## src/rtl/alu_pkg.sv

```systemverilog
// Shared ALU opcode encodings and small helpers for the datapath arithmetic units.
package alu_pkg;

  localparam int unsigned OP_W = 2;

  typedef enum logic [OP_W-1:0] {
    OP_ADD  = 2'd0,
    OP_SUB  = 2'd1,
    OP_ADDC = 2'd2,
    OP_SUBB = 2'd3
  } op_e;

  // True for the two ops that add the inverted second operand.
  function automatic logic op_is_sub(input op_e o);
    return (o == OP_SUB) || (o == OP_SUBB);
  endfunction

endpackage

```

## src/rtl/add_chunk.sv

```systemverilog
// Combinational CHUNK-bit adder slice; exposes the carry into its MSB for overflow.
module add_chunk #(
  parameter int unsigned CHUNK = 8
) (
  input  logic [CHUNK-1:0] a,
  input  logic [CHUNK-1:0] b,
  input  logic             ci,
  output logic [CHUNK-1:0] s,
  output logic             co,
  output logic             c_msb_in
);

  logic [CHUNK:0] full;

  // One extra bit captures the carry out of the slice.
  always_comb begin
    full     = {1'b0, a} + {1'b0, b} + (CHUNK+1)'(ci);
    s        = full[CHUNK-1:0];
    co       = full[CHUNK];
    c_msb_in = a[CHUNK-1] ^ b[CHUNK-1] ^ full[CHUNK-1];
  end

endmodule

```

## src/rtl/pipelined_addsub.sv

```systemverilog
// Pipelined adder/subtractor: one CHUNK-bit slice per stage, carry registered between stages.
module pipelined_addsub
  import alu_pkg::*;
#(
  parameter int unsigned WIDTH  = 32,
  parameter int unsigned STAGES = 4
) (
  input  logic             clk,
  input  logic             rst_n,
  input  logic             flush,
  input  logic             in_valid,
  output logic             in_ready,
  input  logic [OP_W-1:0]  op,
  input  logic [WIDTH-1:0] a,
  input  logic [WIDTH-1:0] b,
  input  logic             cin,
  output logic             out_valid,
  input  logic             out_ready,
  output logic [WIDTH-1:0] sum,
  output logic             cout,
  output logic             ovf,
  output logic             zero
);

  localparam int unsigned CHUNK = WIDTH / STAGES;

  if ((STAGES == 0) || (STAGES > WIDTH) || ((WIDTH % STAGES) != 0)) begin : g_bad_cfg
    $fatal(1, "pipelined_addsub: WIDTH must be a nonzero multiple of STAGES");
  end

  logic             advance;
  logic             accept;
  logic [WIDTH-1:0] b_eff;
  logic             c0;

  // Stage registers: operands travel with the partial sum (skew/deskew).
  logic [STAGES-1:0] vld_q;
  logic [WIDTH-1:0]  a_q [STAGES];
  logic [WIDTH-1:0]  b_q [STAGES];
  logic [WIDTH-1:0]  s_q [STAGES];
  logic              c_q [STAGES];
  logic              ovf_q;

  // Per-stage adder inputs and results.
  logic [WIDTH-1:0]  a_in [STAGES];
  logic [WIDTH-1:0]  b_in [STAGES];
  logic [WIDTH-1:0]  s_in [STAGES];
  logic [WIDTH-1:0]  s_nx [STAGES];
  logic              c_in [STAGES];
  logic [CHUNK-1:0]  s_ch [STAGES];
  logic              co_ch [STAGES];
  logic              cm_ch [STAGES];

  assign advance  = !out_valid || out_ready;
  assign in_ready = advance;
  assign accept   = in_valid && advance;

  // Operand prep: subtraction adds the inverted operand with carry-in set.
  always_comb begin
    b_eff = op_is_sub(op_e'(op)) ? ~b : b;
    c0    = 1'b0;
    case (op_e'(op))
      OP_ADD:  c0 = 1'b0;
      OP_SUB:  c0 = 1'b1;
      OP_ADDC: c0 = cin;
      OP_SUBB: c0 = cin;
      default: c0 = 1'b0;
    endcase
  end

  for (genvar k = 0; k < STAGES; k++) begin : g_stage
    localparam logic [WIDTH-1:0] MASK = WIDTH'({CHUNK{1'b1}}) << (k * CHUNK);

    if (k == 0) begin : g_first
      assign a_in[k] = a;
      assign b_in[k] = b_eff;
      assign c_in[k] = c0;
      assign s_in[k] = '0;
    end else begin : g_next
      assign a_in[k] = a_q[k-1];
      assign b_in[k] = b_q[k-1];
      assign c_in[k] = c_q[k-1];
      assign s_in[k] = s_q[k-1];
    end

    add_chunk #(.CHUNK(CHUNK)) u_chunk (
      .a        (a_in[k][k*CHUNK +: CHUNK]),
      .b        (b_in[k][k*CHUNK +: CHUNK]),
      .ci       (c_in[k]),
      .s        (s_ch[k]),
      .co       (co_ch[k]),
      .c_msb_in (cm_ch[k])
    );

    // Drop this stage's chunk into the partial sum carried forward.
    assign s_nx[k] = (s_in[k] & ~MASK) | (WIDTH'(s_ch[k]) << (k * CHUNK));
  end

  // Pipe shift: valid bits honour flush; data moves whenever the pipe advances.
  always_ff @(posedge clk or negedge rst_n) begin
    if (!rst_n) begin
      vld_q <= '0;
      ovf_q <= 1'b0;
      for (int i = 0; i < STAGES; i++) begin
        a_q[i] <= '0;
        b_q[i] <= '0;
        s_q[i] <= '0;
        c_q[i] <= 1'b0;
      end
    end else begin
      if (flush) begin
        vld_q <= '0;
      end else if (advance) begin
        vld_q[0] <= accept;
        for (int i = 1; i < STAGES; i++) begin
          vld_q[i] <= vld_q[i-1];
        end
      end
      if (advance) begin
        for (int i = 0; i < STAGES; i++) begin
          a_q[i] <= a_in[i];
          b_q[i] <= b_in[i];
          s_q[i] <= s_nx[i];
          c_q[i] <= co_ch[i];
        end
        ovf_q <= cm_ch[STAGES-1] ^ co_ch[STAGES-1];
      end
    end
  end

  assign out_valid = vld_q[STAGES-1];
  assign sum       = s_q[STAGES-1];
  assign cout      = c_q[STAGES-1];
  assign ovf       = ovf_q;
  assign zero      = (s_q[STAGES-1] == '0);

endmodule
```

## config.mk

```make
export PLATFORM = sky130hd
export DESIGN_NAME = pipelined_addsub
export DESIGN_NICKNAME = d
export VERILOG_FILES = /design/src/rtl/alu_pkg.sv /design/src/rtl/add_chunk.sv /design/src/rtl/pipelined_addsub.sv
export SDC_FILE = /design/constraint.sdc
export NUM_CORES = 1
export LEC_CHECK = 0
export CAP_MARGIN = 40
export CORE_UTILIZATION = 35
export DETAILED_ROUTE_END_ITERATION = 6
export PLACE_DENSITY = 0.56
export REMOVE_ABC_BUFFERS = 1
export SYNTH_ARGS = -nofsm -noshare
export SYNTH_HDL_FRONTEND = slang
export SYNTH_SLANG_ARGS = --single-unit
export TNS_END_PERCENT = 5
```

## constraint.sdc

```tcl
create_clock -name clk -period 2.85 [get_ports clk]
set_clock_uncertainty 0.05 [all_clocks]
set_input_delay 0.57 -clock clk [delete_from_list [all_inputs] [get_ports clk]]
set_output_delay 0.57 -clock clk [all_outputs]
set_load 0.1 [all_outputs]
```

After elaboration in Yosys (flattened, before gate mapping):

Cells that the tools add are included.

* input port bits: 72
* output and inout port bits: 37
* bits in registers: 281
* logic and storage cells: 46

* add/subtract/negate cells: 8
* bitwise logic cells: 7
* equal/unequal tests: 3
* reductions and logical operators: 8
* muxes and demuxes: 4

Operator list (number)
* adder 8 x 8 -> 9 bit: 4
* adder 9 x 1 -> 9 bit: 4
* zero test 32 bit: 1
* two-way mux 32 bit: 1
* NOT 32 bit: 1
* OR 24 x 32 -> 32 bit: 1
* OR 16 x 24 -> 24 bit: 1
* OR 8 x 16 -> 16 bit: 1
* two-way mux 4 bit: 2
* == test 2 bit (second input constant): 2
* case mux 1 bit (3 select lines): 1
* XOR 1 bit: 3
* == test 2 x 1 -> 1 bit (second input constant): 1
* zero test 2 bit: 1
* logical OR 1 bit: 2
* nonzero test 2 bit: 1
* OR reduction 2 bit: 1
* logical AND 1 bit: 1
* zero test 1 bit: 1

Longest topological paths before layout:

* depth after elaboration: 5
* depth in mapped cells: 11
* depth with buffers taken out: 9

Cells and area by module:

From an unflattened synthesis, not the netlist that was laid out.

* cells, all modules: 977
* area total of the unflattened synthesis: 8705.8 µm²

Modules (own cells, without submodules)
* pipelined_addsub: area an instance 7287.0 µm², cells an instance 805, instances 1, seq. area each 4629.4 µm²
* add_chunk (g_stage[2].u_chunk ...): area an instance 364.1 µm², cells an instance 43, instances 2, seq. area each 0.0 µm²
* add_chunk (g_stage[0].u_chunk ...): area an instance 345.3 µm², cells an instance 43, instances 2, seq. area each 0.0 µm²

Worst setup path before layout:

Ideal clock, no wire load.

* path type: register to output
* start point: register s_q (netlist bit sum[27])
* end point: output port zero
* buffers on the path: 0
* path slack: -0.276 ns
* cell stages (with the launch flop): 4
* required time: 2.230 ns
* arrival: 2.506 ns
* cell sequence: dfrtp_1 -> nor4_1 -> nand4_1 -> nor2_1

* cells in the longest elaborated chain, start to end: 1

Ends and longest elaborated chain
* start: declaration: line pipelined_addsub.sv:40 `logic [WIDTH-1:0] s_q [STAGES];`
* start signal: indexed assignment: line pipelined_addsub.sv:123 `s_q[i] <= s_nx[i];`
* zero test 32 bit: line pipelined_addsub.sv:135 `assign zero = (s_q[STAGES-1] == '0);`
* end: declaration: line pipelined_addsub.sv:22 `output logic zero`

Every way passes these cells.

Worst setup path in the final report:

* start point: input port op[1]
* end point: register c_q (netlist bit c_in[2])

* cells in the longest elaborated chain, start to end: 5
* elaborated cells between the ends (all ways): 10
* classes of those cells: 2 x add/sub; 3 x eq/ne; 2 x mux; 3 x reduce/logical

Ends and longest elaborated chain
* start: declaration: line pipelined_addsub.sv:13 `input logic [OP_W-1:0] op,`
* == test 2 x 1 -> 1 bit or == test 2 bit (tied branches): line alu_pkg.sv:15, pipelined_addsub.sv:62
* logical OR 1 bit: line alu_pkg.sv:15 `return (o == OP_SUB) || (o == OP_SUBB);`
* two-way mux 32 bit: line pipelined_addsub.sv:60 `b_eff = op_is_sub(op_e'(op)) ? ~b : b;`
* adder 8 x 8 -> 9 bit: line add_chunk.sv:17 `full = {1'b0, a} + {1'b0, b} + (CHUNK+1)'(ci);`
* adder 9 x 1 -> 9 bit (*): line add_chunk.sv:17
* end signal: indexed assignment: line pipelined_addsub.sv:124 `c_q[i] <= co_ch[i];`
* end: declaration: line pipelined_addsub.sv:41 `logic c_q [STAGES];`

Mark *: on every way between the ends. The rest lies on a longest branch, timed or not.
A chain may end at the register's enable or synchronous reset.

==> flow_summary.yaml <==
route:
  viasPerCell: 4.40
  route.met2.wl_um: 7550
  drt-met1-wl_um: 8070
  num_vias: 5937
  top_layer: "met4"
  antenna_left: 0
  wire_per_inst_um: 12.2
  drc: 0
  wl_met3_um: 527
  dr.first_iter.drc_count: 292
  drt_first_pass_iters: 7
  drt-total-wl_um: 16500
clock_tree:
  cts_sinks: 185
  cts-root-buf: "clkbuf_16"
  htreeDepth: 4
  clk_pin_slew_ps: 70
  postCtsHoldBufs: 0
  cts_tree: "yes"
  cts-buffers-inserted: 17
  clock_latency_ps: 430
  post_cts_buffers: 0
  clk_path_buf_depth: 2
die:
  initial_core_util_pct: 35.6
  fp.dieW_um: 156
  ios: 109
  die_y_um: 156
  core_um2: 23400
  core.rowCount: 56
  die-area_um2: 24400
global_routing:
  track_usage_pct: 14.7
  grt_pass1_wl_um: 28000
  grt_pass1_vias: 5757
  grt_max_degree: 197
  antenna_found_initial: 0
  overflow: 0
cells_and_area:
  diodes: 0
  fill_cells: 2396
  postLayoutCoreUtil_pct: 44.1
  most-common-layout-cells: "409 x nand2_1, 185 x dfrtp_1, 69 x clkdlybuf4s50_1"
  final_area_um2: 10300
  fin_cells: 1350
  finalNetCount: 1126
  final_common_cell: "nand2_1"
  final_layout_size_suffix_gt1_share_pct: 8.92
  syn2layout_area_growth_pct: 23.9
power_and_ir_drop:
  switchingPower_uw: 3360
  p_seq_share_pct: 40.8
  p_leak_uw: 0.00489
  p_sw_share_pct: 39.2
  ir_drop_mv: 0.614
  clockPowerShare_pct: 27.1
  p_int_uw: 5210
  power_frac_comb_pct: 32.1
  powerDensity_nw_per_um2: 830
hold_path:
  hold_path.class: "in2async"
critical_path:
  cpMaxStageDelayCell: "clkdlybuf4s50_1"
  critPathArrivalTime_ps: 2990
  worstSetupStartpointType: "input pin"
  rr_worst_depth: 9
  crit_fanout: 3
  critPathMostFrequentCell: "o21ai_1"
  crit_required_ps: 3100
  crit_path_end_kind: "flop"
  critical_path_class: "in2reg"
  reg2reg_slack_ps: 640
  cpPeakStageDelay_ps: 470
  crit_path_cell_trace: "clkdlybuf4s50_1 -> mux2_2 -> fa_1 -> fa_2 -> a21o_1 -> a21oi_2 -> o21ai_1 -> and3b_1 -> o21ai_1 -> a31oi_1"
  timing.rr.start: "a_in[48]"
  r2r_end: "s_in[22]"
timing:
  max_slew_margin_pct: 46.2
  fmax_ghz: 0.364
  layout_setup_ws_ps: 104
  slew_violations: 0
  fin_crit_sh_pct: 96.4
  hold_viol_final: 0
  fin_crit_ps: 2750
  fin_setup_tns_ps: 0
  worstMarginPinSlew_ps: 807
  rsz0062_at_grt: "false"
  setup_violations: 0
placed_design:
  placed_area_um2: 9740
  numPortBuffers: 108
  place_inst: 1318
  gp_congestion: 0.753
  place_ws_ps: -491
  dp_hpwl_um: 10700
logic_synthesis:
  yosysWarnings: 0
  synth_cell_types: 35
  syn_area_um2: 8330
  syn-mean-instance-area_um2: 9.03
  async_flop_share_pct: 100
  synth_top_flop_cell: "dfrtp_1"
  ys_seq_area_share_pct: 55.5
  synth_edf_count: 0
  synth_seq_cells: 185
  syn-instance-count: 923
status:
  run_status: "complete, no violations"
flow_run:
  cap_violations: 0
## power by group through the flow
stage / Clock, uW / Combinational, uW / Sequential (uW)
after detailed placement: 0 / 2780 / 3560
after global routing: 2490 / 2960 / 3590
final: 2320 / 2750 / 3500
after global placement: 0 / 2750 / 3550
after floorplan: 0 / 801 / 4780
after CTS: 2400 / 2780 / 3510
## sequential cells by signal, indices dropped and copies added (netlist names)
name / cells
vld_q: 4
c_in: 3
cout: 1
ovf: 1
sum: 32
b_in: 48
s_in: 48
a_in: 48
## metrics by stage
step           hold slack [ps]  total power [uW]
2_1_floorplan              224              5580
3_3_place_gp               398              6290
3_5_place_dp               405              6340
4_1_cts                    134              8700
5_1_grt                    167              9050
6_report                   118              8570
## worst max-delay path: cells and delay by family
family / cells / cell delay, ps
AOI/OAI and AO/OA: 5 / 630
adders and majority gates: 2 / 790
buffers and inverters: 1 / 470
muxes: 1 / 340
and+or+nand+nor: 1 / 190
## Yosys cell counts (9+ instances only)
cell      instances  area share, %
nand2_1         409             18
dfrtp_1         185             56
nor2_1           38            1.7
xnor2_1          32            3.4
o21ai_0          30            1.8
a21oi_1          29            1.7
ha_1             28            4.2
clkbuf_1         27            1.2
o21ai_1          23            1.4
xor2_1           22            2.3
inv_1            16           0.72
buf_1             9           0.41
buf_2             9           0.54
## layer usage
metal  global-route usage, %  vias to the layer above
li1                        -                     3125
met1                    19.3                     2714
met2                    23.5                       79
met3                    3.16                       19
met4                    5.88                        0
met5                       0                        -
## area by class of cell
class | count | area (um^2) | share of cell area, %
sequential | 185 | 4630 | 44.8
clock inverter | 12 | 111 | 1.08
multi-input combinational | 676 | 3470 | 33.7
inverter | 17 | 68.8 | 0.667
timing repair buffer | 121 | 1170 | 11.4
tap | 319 | 399 | 3.87
clock buffer | 20 | 467 | 4.52
## worst max path at each step
stage / from / end / slack [ps] / depth (start not counted)
2_1_floorplan: vld_q[3] / c_in[0] / -9780 / 3
3_3_place_gp: op[1] / c_in[2] / -450 / 10
3_5_place_dp: op[1] / c_in[2] / -490 / 10
4_1_cts: op[1] / c_in[2] / 40 / 10
5_1_grt: op[1] / c_in[2] / 7 / 10
6_report: op[1] / c_in[2] / 100 / 10
## kinds of logic (layout without fill, tap and decap cells)
| logic type | after synthesis | after routing | synth area share (%) |
|---|---|---|---|
| adders and majority gates | 36 | 36 | 6.13 |
| buffers and inverters | 62 | 170 | 2.93 |
| muxes | 1 | 1 | 0.135 |
| xor gates and xnor gates | 54 | 54 | 5.67 |
| AOI/OAI and AO/OA | 109 | 109 | 7.33 |
| and+or+nand+nor | 476 | 476 | 22.3 |
| DFF | 185 | 185 | 55.5 |
## timing repair
item / CTS / global route
pin swaps: 0 / 1
resized for setup: 1 / 1
setup endpoints to repair: 1 / 2
Note: power is estimated with default switching activity, not from simulation.
